$ cat config.mk
export PLATFORM = sky130hd
export DESIGN_NAME = perceptron_sequencer
export DESIGN_NICKNAME = d
export VERILOG_FILES = /design/src/rtl/perceptron_pkg.sv /design/src/rtl/seq_counter.sv /design/src/rtl/perceptron_sequencer.sv
export SDC_FILE = /design/constraint.sdc
export NUM_CORES = 1
export LEC_CHECK = 0
export BUFFER_PORTS_ARGS = -buffer_cell sky130_fd_sc_hd__buf_2
export CORE_MARGIN = 5
export CORE_UTILIZATION = 30
export DETAILED_ROUTE_END_ITERATION = 10
export GPL_ROUTABILITY_DRIVEN = 0
export GPL_TIMING_DRIVEN = 0
export PLACE_DENSITY_LB_ADDON = 0.05
export SLEW_MARGIN = 20
export SYNTH_ARGS = -nofsm -noshare
export SYNTH_HDL_FRONTEND = slang
export SYNTH_SLANG_ARGS = --single-unit
$ cat constraint.sdc
create_clock -name clk -period 2.3 [get_ports clk]
set_input_delay 0.115 -clock clk [delete_from_list [all_inputs] [get_ports clk]]
set_output_delay 0.115 -clock clk [all_outputs]
set_load 0.005 [all_outputs]
$ cat src/rtl/perceptron_pkg.sv
// Shared types and constants for the perceptron BRAM sequencer.
package perceptron_pkg;

    localparam int unsigned BRAM_AW = 9;
    localparam int unsigned BRAM_DW = 32;
    localparam int unsigned X_LSB   = 0;
    localparam int unsigned W_LSB   = 16;
    localparam int unsigned Y_W     = 16;

    typedef enum logic [2:0] {
        IDLE,
        FETCH,
        DRAIN,
        COMPUTE,
        WRITE,
        DONE
    } state_t;

    function automatic int unsigned max3(int unsigned a, int unsigned b, int unsigned c);
        int unsigned m;
        m = (a > b) ? a : b;
        return (m > c) ? m : c;
    endfunction

endpackage

$ cat src/rtl/seq_counter.sv
// Loadable down-counter with a zero flag; shared by the fetch, drain and compute waits.
module seq_counter #(
    parameter int unsigned W = 4
) (
    input  logic         clk,
    input  logic         rst,
    input  logic         load,
    input  logic [W-1:0] load_value,
    input  logic         dec,
    output logic [W-1:0] count,
    output logic         zero_c
);

    always_ff @(posedge clk) begin
        if (rst) begin
            count <= '0;
        end else if (load) begin
            count <= load_value;
        end else if (dec && (count != '0)) begin
            count <= count - W'(1);
        end
    end

    assign zero_c = (count == '0);

endmodule

$ cat src/rtl/perceptron_sequencer.sv
// Runs one perceptron evaluation out of BRAM: fetch N words, settle, compute, write y back.
// Optional macro PERCEPTRON_SEQ_FIRE_WB_EN writes the fire flag into bit 16 and adds fire_q.
module perceptron_sequencer
    import perceptron_pkg::*;
#(
    parameter int unsigned N        = 8,
    parameter int unsigned LOAD_LAT = 3,
    parameter int unsigned COMP_LAT = 2
) (
    input  logic                 clk,
    input  logic                 rst,
    input  logic                 start,
    input  logic [BRAM_AW-1:0]   base_addr,
    output logic                 busy,
    output logic                 done,
    output logic [BRAM_AW-1:0]   bram_addr,
    output logic                 bram_we,
    output logic [BRAM_DW-1:0]   bram_wdata,
    output logic                 perceptron_enable,
    input  logic [Y_W-1:0]       perceptron_y,
    input  logic                 perceptron_fire,
    output logic [Y_W-1:0]       result
`ifdef PERCEPTRON_SEQ_FIRE_WB_EN
    ,
    output logic                 fire_q
`endif
);

    localparam int unsigned CNT_MAX = max3(N, LOAD_LAT, COMP_LAT);
    localparam int unsigned CNT_W   = $clog2(CNT_MAX + 1);

    state_t             state;
    state_t             state_next;
    logic [BRAM_AW-1:0] base_q;
    logic [BRAM_AW-1:0] end_addr;

    logic               cnt_load;
    logic               cnt_dec;
    logic [CNT_W-1:0]   cnt_load_value;
    logic [CNT_W-1:0]   unused_cnt;
    logic               cnt_zero;

    logic               busy_n;
    logic               done_n;
    logic [BRAM_AW-1:0] addr_n;
    logic               we_n;
    logic [BRAM_DW-1:0] wdata_n;
    logic               enable_n;
    logic [Y_W-1:0]     result_n;
`ifdef PERCEPTRON_SEQ_FIRE_WB_EN
    logic               fire_n;
`else
    logic               unused_fire;
    assign unused_fire = perceptron_fire;
`endif

    seq_counter #(.W(CNT_W)) u_cnt (
        .clk        (clk),
        .rst        (rst),
        .load       (cnt_load),
        .load_value (cnt_load_value),
        .dec        (cnt_dec),
        .count      (unused_cnt),
        .zero_c     (cnt_zero)
    );

    // Address parked outside the fetched block; also the write-back location.
    assign end_addr = base_q + BRAM_AW'(N);

    always_ff @(posedge clk) begin
        if (rst) begin
            state  <= IDLE;
            base_q <= '0;
        end else begin
            state <= state_next;
            if ((state == IDLE) && start) begin
                base_q <= base_addr;
            end
        end
    end

    // Next state and wait-counter control; each wait loads its length minus one.
    always_comb begin
        state_next     = state;
        cnt_load       = 1'b0;
        cnt_load_value = '0;
        cnt_dec        = 1'b0;
        case (state)
            IDLE: begin
                if (start) begin
                    state_next     = FETCH;
                    cnt_load       = 1'b1;
                    cnt_load_value = CNT_W'(N - 1);
                end
            end
            FETCH: begin
                if (cnt_zero) begin
                    state_next     = DRAIN;
                    cnt_load       = 1'b1;
                    cnt_load_value = CNT_W'(LOAD_LAT - 1);
                end else begin
                    cnt_dec = 1'b1;
                end
            end
            DRAIN: begin
                if (cnt_zero) begin
                    state_next     = COMPUTE;
                    cnt_load       = 1'b1;
                    cnt_load_value = CNT_W'(COMP_LAT - 1);
                end else begin
                    cnt_dec = 1'b1;
                end
            end
            COMPUTE: begin
                if (cnt_zero) begin
                    state_next = WRITE;
                end else begin
                    cnt_dec = 1'b1;
                end
            end
            WRITE:   state_next = DONE;
            DONE:    state_next = IDLE;
            default: state_next = IDLE;
        endcase
    end

    // Outputs are computed for the state being entered so the registers line up with it.
    always_comb begin
        busy_n   = (state_next != IDLE);
        done_n   = (state_next == DONE);
        enable_n = (state == DRAIN) && (state_next == COMPUTE);
        addr_n   = bram_addr;
        we_n     = 1'b0;
        wdata_n  = bram_wdata;
        result_n = result;
`ifdef PERCEPTRON_SEQ_FIRE_WB_EN
        fire_n   = fire_q;
`endif
        case (state_next)
            FETCH:   addr_n = (state == IDLE) ? base_addr : bram_addr + BRAM_AW'(1);
            DRAIN,
            COMPUTE,
            DONE:    addr_n = end_addr;
            WRITE: begin
                addr_n                    = end_addr;
                we_n                      = 1'b1;
                wdata_n                   = '0;
                wdata_n[X_LSB +: Y_W]     = perceptron_y;
                result_n                  = perceptron_y;
`ifdef PERCEPTRON_SEQ_FIRE_WB_EN
                wdata_n[W_LSB]            = perceptron_fire;
                fire_n                    = perceptron_fire;
`endif
            end
            default: ;
        endcase
    end

    always_ff @(posedge clk) begin
        if (rst) begin
            busy              <= 1'b0;
            done              <= 1'b0;
            bram_addr         <= '0;
            bram_we           <= 1'b0;
            bram_wdata        <= '0;
            perceptron_enable <= 1'b0;
            result            <= '0;
`ifdef PERCEPTRON_SEQ_FIRE_WB_EN
            fire_q            <= 1'b0;
`endif
        end else begin
            busy              <= busy_n;
            done              <= done_n;
            bram_addr         <= addr_n;
            bram_we           <= we_n;
            bram_wdata        <= wdata_n;
            perceptron_enable <= enable_n;
            result            <= result_n;
`ifdef PERCEPTRON_SEQ_FIRE_WB_EN
            fire_q            <= fire_n;
`endif
        end
    end

endmodule

Word level (Yosys, flattened, before mapping)

Index checks and enable logic that the tools add are counted.

Mux-type cells: 19
Reductions and logical operators: 12
Equal/unequal tests: 9
Add/subtract/negate cells: 3

Operators with widths:

| cell                  | number |
|---|---|
| $pmux W9 S2           | 1 |
| $mux W3               | 5 |
| $pmux W3 S5           | 1 |
| $eq A3 B2 Y1 const B  | 4 |
| $add A9 B1 Y9 const B | 1 |
| $add A9 B4 Y9 const B | 1 |
| $eq A3 B3 Y1 const B  | 3 |
| $mux W9               | 1 |
| $pmux W3 S3           | 1 |
| $mux W4               | 2 |
| $eq A3 B1 Y1 const B  | 2 |
| $mux W1               | 6 |
| $logic_not A4 Y1      | 1 |
| $reduce_bool A2 Y1    | 2 |
| $reduce_bool A4 Y1    | 1 |
| $reduce_or A4 Y1      | 1 |
| $sub A4 B1 Y4 const B | 1 |
| $logic_and A1 B1 Y1   | 3 |
| $logic_not A3 Y1      | 1 |
| $reduce_bool A3 Y1    | 1 |
| $reduce_or A3 Y1      | 1 |
| $mux W2               | 1 |
| $pmux W1 S2           | 1 |
| $reduce_or A2 Y1      | 1 |

Bits in registers: 45
Logic and storage cells: 52
Input bits: 29
Output and inout bits: 61

Longest topological paths before layout

Word-level depth: 6
Mapped depth: 8

Cells and area by module

A second synthesis with hierarchy kept.

Cell total of the unflattened synthesis: 304
Area total of the unflattened synthesis: 2418.6 sq um

Modules (own cells, without submodules):

| module               | cells each | area an instance (sq um) | instances |
|---|---|---|---|
| perceptron_sequencer | 275        | 2155.8                   | 1 |
| seq_counter          | 29         | 262.8                    | 1 |

Worst setup path before layout

OpenSTA, ideal clock, no wires.

Path kind: register to register
Start point: reg u_cnt.count[0]
End point: reg bram_wdata[10]
Buffers on the path: 1
Setup time: 0.132 ns
Slack: 0.541 ns
Stages on the path, launching flop included: 9
Arrival time: 1.627 ns
Cell sequence: dfxtp_1 -> inv_1 -> ha_1 -> nor3b_2 -> and2_1 -> nand3_1 -> clkbuf_1 -> nand2_1 -> a21oi_1

Word-level cells in the longest chain between the ends: 4
Elaborated cells between the ends (all ways): 6
Those cells by class: 1 x eq/ne; 4 x mux; 1 x reduce/logical

Ends and longest elaborated chain:

| what                              | line                                                                                 | RTL |
|---|---|---|
| from (decl)                       | seq_counter.sv:10                                                                    | `output logic [W-1:0] count,` |
| from (signal assigned)            | seq_counter.sv:18                                                                    | `count <= load_value;` |
| from (signal assigned)            | seq_counter.sv:20                                                                    | `count <= count - W'(1);` |
| $logic_not A4 Y1 (*)              | seq_counter.sv:24                                                                    | `assign zero_c = (count == '0);` |
| $mux W3, on equally long branches | perceptron_sequencer.sv:115, perceptron_sequencer.sv:97, perceptron_sequencer.sv:106 |  |
| $pmux W3 S5 (*)                   | perceptron_sequencer.sv:88                                                           | `case (state)` |
| $eq A3 B3 Y1 (*)                  | perceptron_sequencer.sv:139                                                          | `case (state_next)` |
| to (signal assigned)              | perceptron_sequencer.sv:176                                                          | `bram_wdata <= wdata_n;` |
| to (decl)                         | perceptron_sequencer.sv:18                                                           | `output logic [BRAM_DW-1:0] bram_wdata,` |

Mark *: on every way between the ends. The rest lies on a longest branch, timed or not.
A chain may end at the register's enable or synchronous reset.

Worst setup path in the final report

Start point: reg u_cnt.count[0]
End point: reg bram_wdata[9]

The elaborated chain is that of the path after synthesis.

==> impl_metrics.csv <==
group,metric,value,unit
clocking,clockBufferDepth,2,
setup_path,critPathCapture,"bram_wdata[9]",
drt,detail-route-antenna-nets,0,
drt,remaining_drc_errors,0,
synth,yosysWarnings,0,
setup_path,worst-path-stages,8,
timing,fin_crit_sh,87.8,%
run_status,outcome,"completed",
clocking,cts_root_buffer,"clkbuf_8",
synth,synth-simple-area-share,20.5,%
synth,synth_mux_area_share,1.97,%
synth,yosys_register_bits,45,
global_routing,grt_max_degree,16,
die,core,7690,µm²
die,pin_count,90,
drt,drt-initial-drc-count,74,
setup_path,worstPathRequired,2490,ps
synth,syn_avg_cell_area,7.96,µm²
hold_path,min_path_cells,3,
drt,routed_wl,6550,µm
synth,synthXorXnorAreaFrac,4.10,%
synth,synthFlopType,"dfxtp_1",
setup_path,start_kind,"flip-flop",
power,total_leakage_power,0.00136,µW
clocking,cts_post_setup_buffers_inserted,0,
setup_path,reg2reg_slack,280,ps
setup_path,cp_cell_sequence,"inv_1 > ha_1 > nor3b_4 > and2_1 > nand3_2 > clkbuf_1 > nand2_1 > a21oi_1",
synth,synth.yosys.seq_area_share,38.4,%
global_routing,grt_pass1_vias,2148,
synth,yosysMostFrequentCell,"nand2_1",
clocking,cts_tree,"done",
synth,synth_common_cells,"61 x nand2_1, 45 x dfxtp_1, 37 x a21oi_1",
drt,viasPerCell,4.51,
drt,post_drt_wl_per_cell,13.4,µm
clocking,ctsHoldBuffers,0,
synth,synth.distinct_cells,48,
synth,yosysTopAreaCell,"dfxtp_1",
clocking,insertion_delay,310,ps
setup_path,r2r-start,"u_cnt.count[0]",
power,peakVddDrop,0.287,mV
clocking,clkTransAtPathRegs,100,ps
synth,synthTopCellsByArea,"dfxtp_1 38%, buf_4 10%, nand2_1 9.8%, a21oi_1 7.9%, xnor2_1 3.7%",
timing,skew,7.25,ps
timing,drv_slew,0,
synth,synth-edff-count,0,
timing,rsz0062_at_grt,"false",
finish,layout-drive-gt1-share,32.2,%
setup_path,worst-r2r-cell-count,8,
setup_path,r2r-end,"bram_wdata[9]",
setup_path,critPathBufInv,2,
synth,netlist_instances,295,
finish,area_delta_synth_final,27.1,%
global_routing,grt_usage,13.6,%
finish,n_fill_cell,855,
die,chipHeight,98.5,µm
power,power_density,732,nW/µm²
drt,first_pass_iters,4,
synth,synthArstFlopShare,0,%
drt,vias,2210,
synth,synth_compound_area_share,18.9,%
die,die_w,98.5,µm
synth,synth-adder-area-share,1.60,%
finish,diodes,0,
synth,syn_area,2350,µm²
setup_path,worst_path_largest_cell_delay,350,ps
clocking,cts_sinks,45,
global_routing,antenna_found_initial,0,
job,max_cap_violations,0,
setup_path,crit_path_end_kind,"flip-flop",
setup_path,setup.worst_path.start,"u_cnt.count[0]",
die,die_area,9690,µm²
clocking,h-tree-depth,2,
timing,finalCriticalPeriod,2020,ps
placed_design,hpwlAfterDp,4980,µm
hold_path,hold_path.class,"in -> reg",
timing,tightest_slew,554,ps
setup_path,cpLargestDelayFamily,"simple AND/OR/NAND/NOR gates",
finish,final_nets,419,
setup_path,cp.arrival,2210,ps
timing,setup_viol,0,
global_routing,grt_pass1_wl,10700,µm
timing,setup_tns,0,ps
timing,report.final.hold_viol_count,0,
clocking,numCtsBuffers,5,
die,initial_core_util,30.5,%
global_routing,grt.overflow.total,0,
setup_path,crit_type,"reg -> reg",
synth,yosysTopAreaCellShare,38.4,%
timing,relSlewSlack,62.9,%
setup_path,critPathMaxFanout,10,
placed_design,port_buffers,70,
die,rows,32,
timing,fmax,495,MHz
synth,synth_top_family_by_area,"simple AND/OR/NAND/NOR gates",
timing,whs,26.1,ps
setup_path,critical-path-slowest-cell,"dfxtp_1",
final cells by class:
type | instances | area [µm²] | share of cell area [%]
Tap cell | 102 | 128 | 4.28
Clock buffer | 5 | 68.8 | 2.31
Clock inverter | 3 | 21.3 | 0.713
Inverter | 6 | 22.5 | 0.755
Buffer | 47 | 317 | 10.6
Sequential cell | 45 | 901 | 30.2
Timing Repair Buffer | 70 | 350 | 11.7
Multi-Input combinational cell | 212 | 1170 | 39.4
tightest hold or removal path, stage by stage:
cell     delay, ps
buf_2           90
nand2_1         40
a21oi_1         50
layer usage:
| metal | track usage (%) | up-vias | share of wire (%) |
|---|---|---|---|
| li1 | - | 1142 | - |
| met1 | 17.3 | 1008 | 45 |
| met2 | 22.4 | 54 | 48 |
| met3 | 3.68 | 6 | 5.6 |
| met4 | 4.10 | 0 | 0.96 |
| met5 | 0 | - | 0 |
report_power, final:
group | switching [µW] | internal, µW
registers | 105 | 868
logic | 369 | 318
clock network | 306 | 216
total | 781 | 1400
cells in the final DEF (no fill, tap or decap), types with 3 or more instances in the layout:
cell type  instances
buf_2             74
nand2_1           61
dfxtp_1           45
a21oi_1           37
buf_4             32
nor2_1            18
conb_1            16
xnor2_1           10
clkbuf_1           9
nand3_1            6
o21ai_0            6
inv_1              5
nor3_1             5
a211oi_1           5
clkbuf_8           5
a22oi_1            3
a221oi_1           3
ha_1               3
through the flow:
step,instance area [µm²],worst slack [ps],utilization [%],power (µW),std cells
floorplan,2400,541,-,1460,310
finish,2980,280,38.8,2180,490
CTS,2970,62.7,38.7,2210,490
global placement,2880,56.8,37.5,1680,482
global route,2980,46.9,38.8,2340,490
detailed placement,2880,71.6,37.5,1680,482
flip-flops by register name (all words and copies together) (netlist names):
signal and cells:
bram_wdata 16, base_q 9, bram_addr 9, u_cnt.count 4, state 3, bram_we 1, busy 1, done 1
perceptron_enable 1
timing repair:
| action | 4_1_cts | 5_1_grt |
|---|---|---|
| setup endpoints to repair | 0 | 10 |
| gates resized for setup | 0 | 2 |
| hold endpoints to repair | 0 | 0 |
worst min path at each step:
stage,from,slack [ps],to
after floorplan,base_addr[1],250,base_q[1]
after global placement,perceptron_y[3],360,bram_wdata[3]
after detailed placement,perceptron_y[11],360,bram_wdata[11]
after CTS,perceptron_y[11],20,bram_wdata[11]
after global routing,perceptron_y[9],20,bram_wdata[9]
final,perceptron_y[11],30,bram_wdata[11]
kinds of logic (layout without fill, tap and decap cells):
logic type	after synthesis	in the layout
buf+inv	53	131
compound gates	70	70
xor+xnor	11	11
fa+ha+maj	3	3
flops	45	45
mux	4	4
simple gates	108	108
other cells	1	16
(Power assumes the default switching activity.)
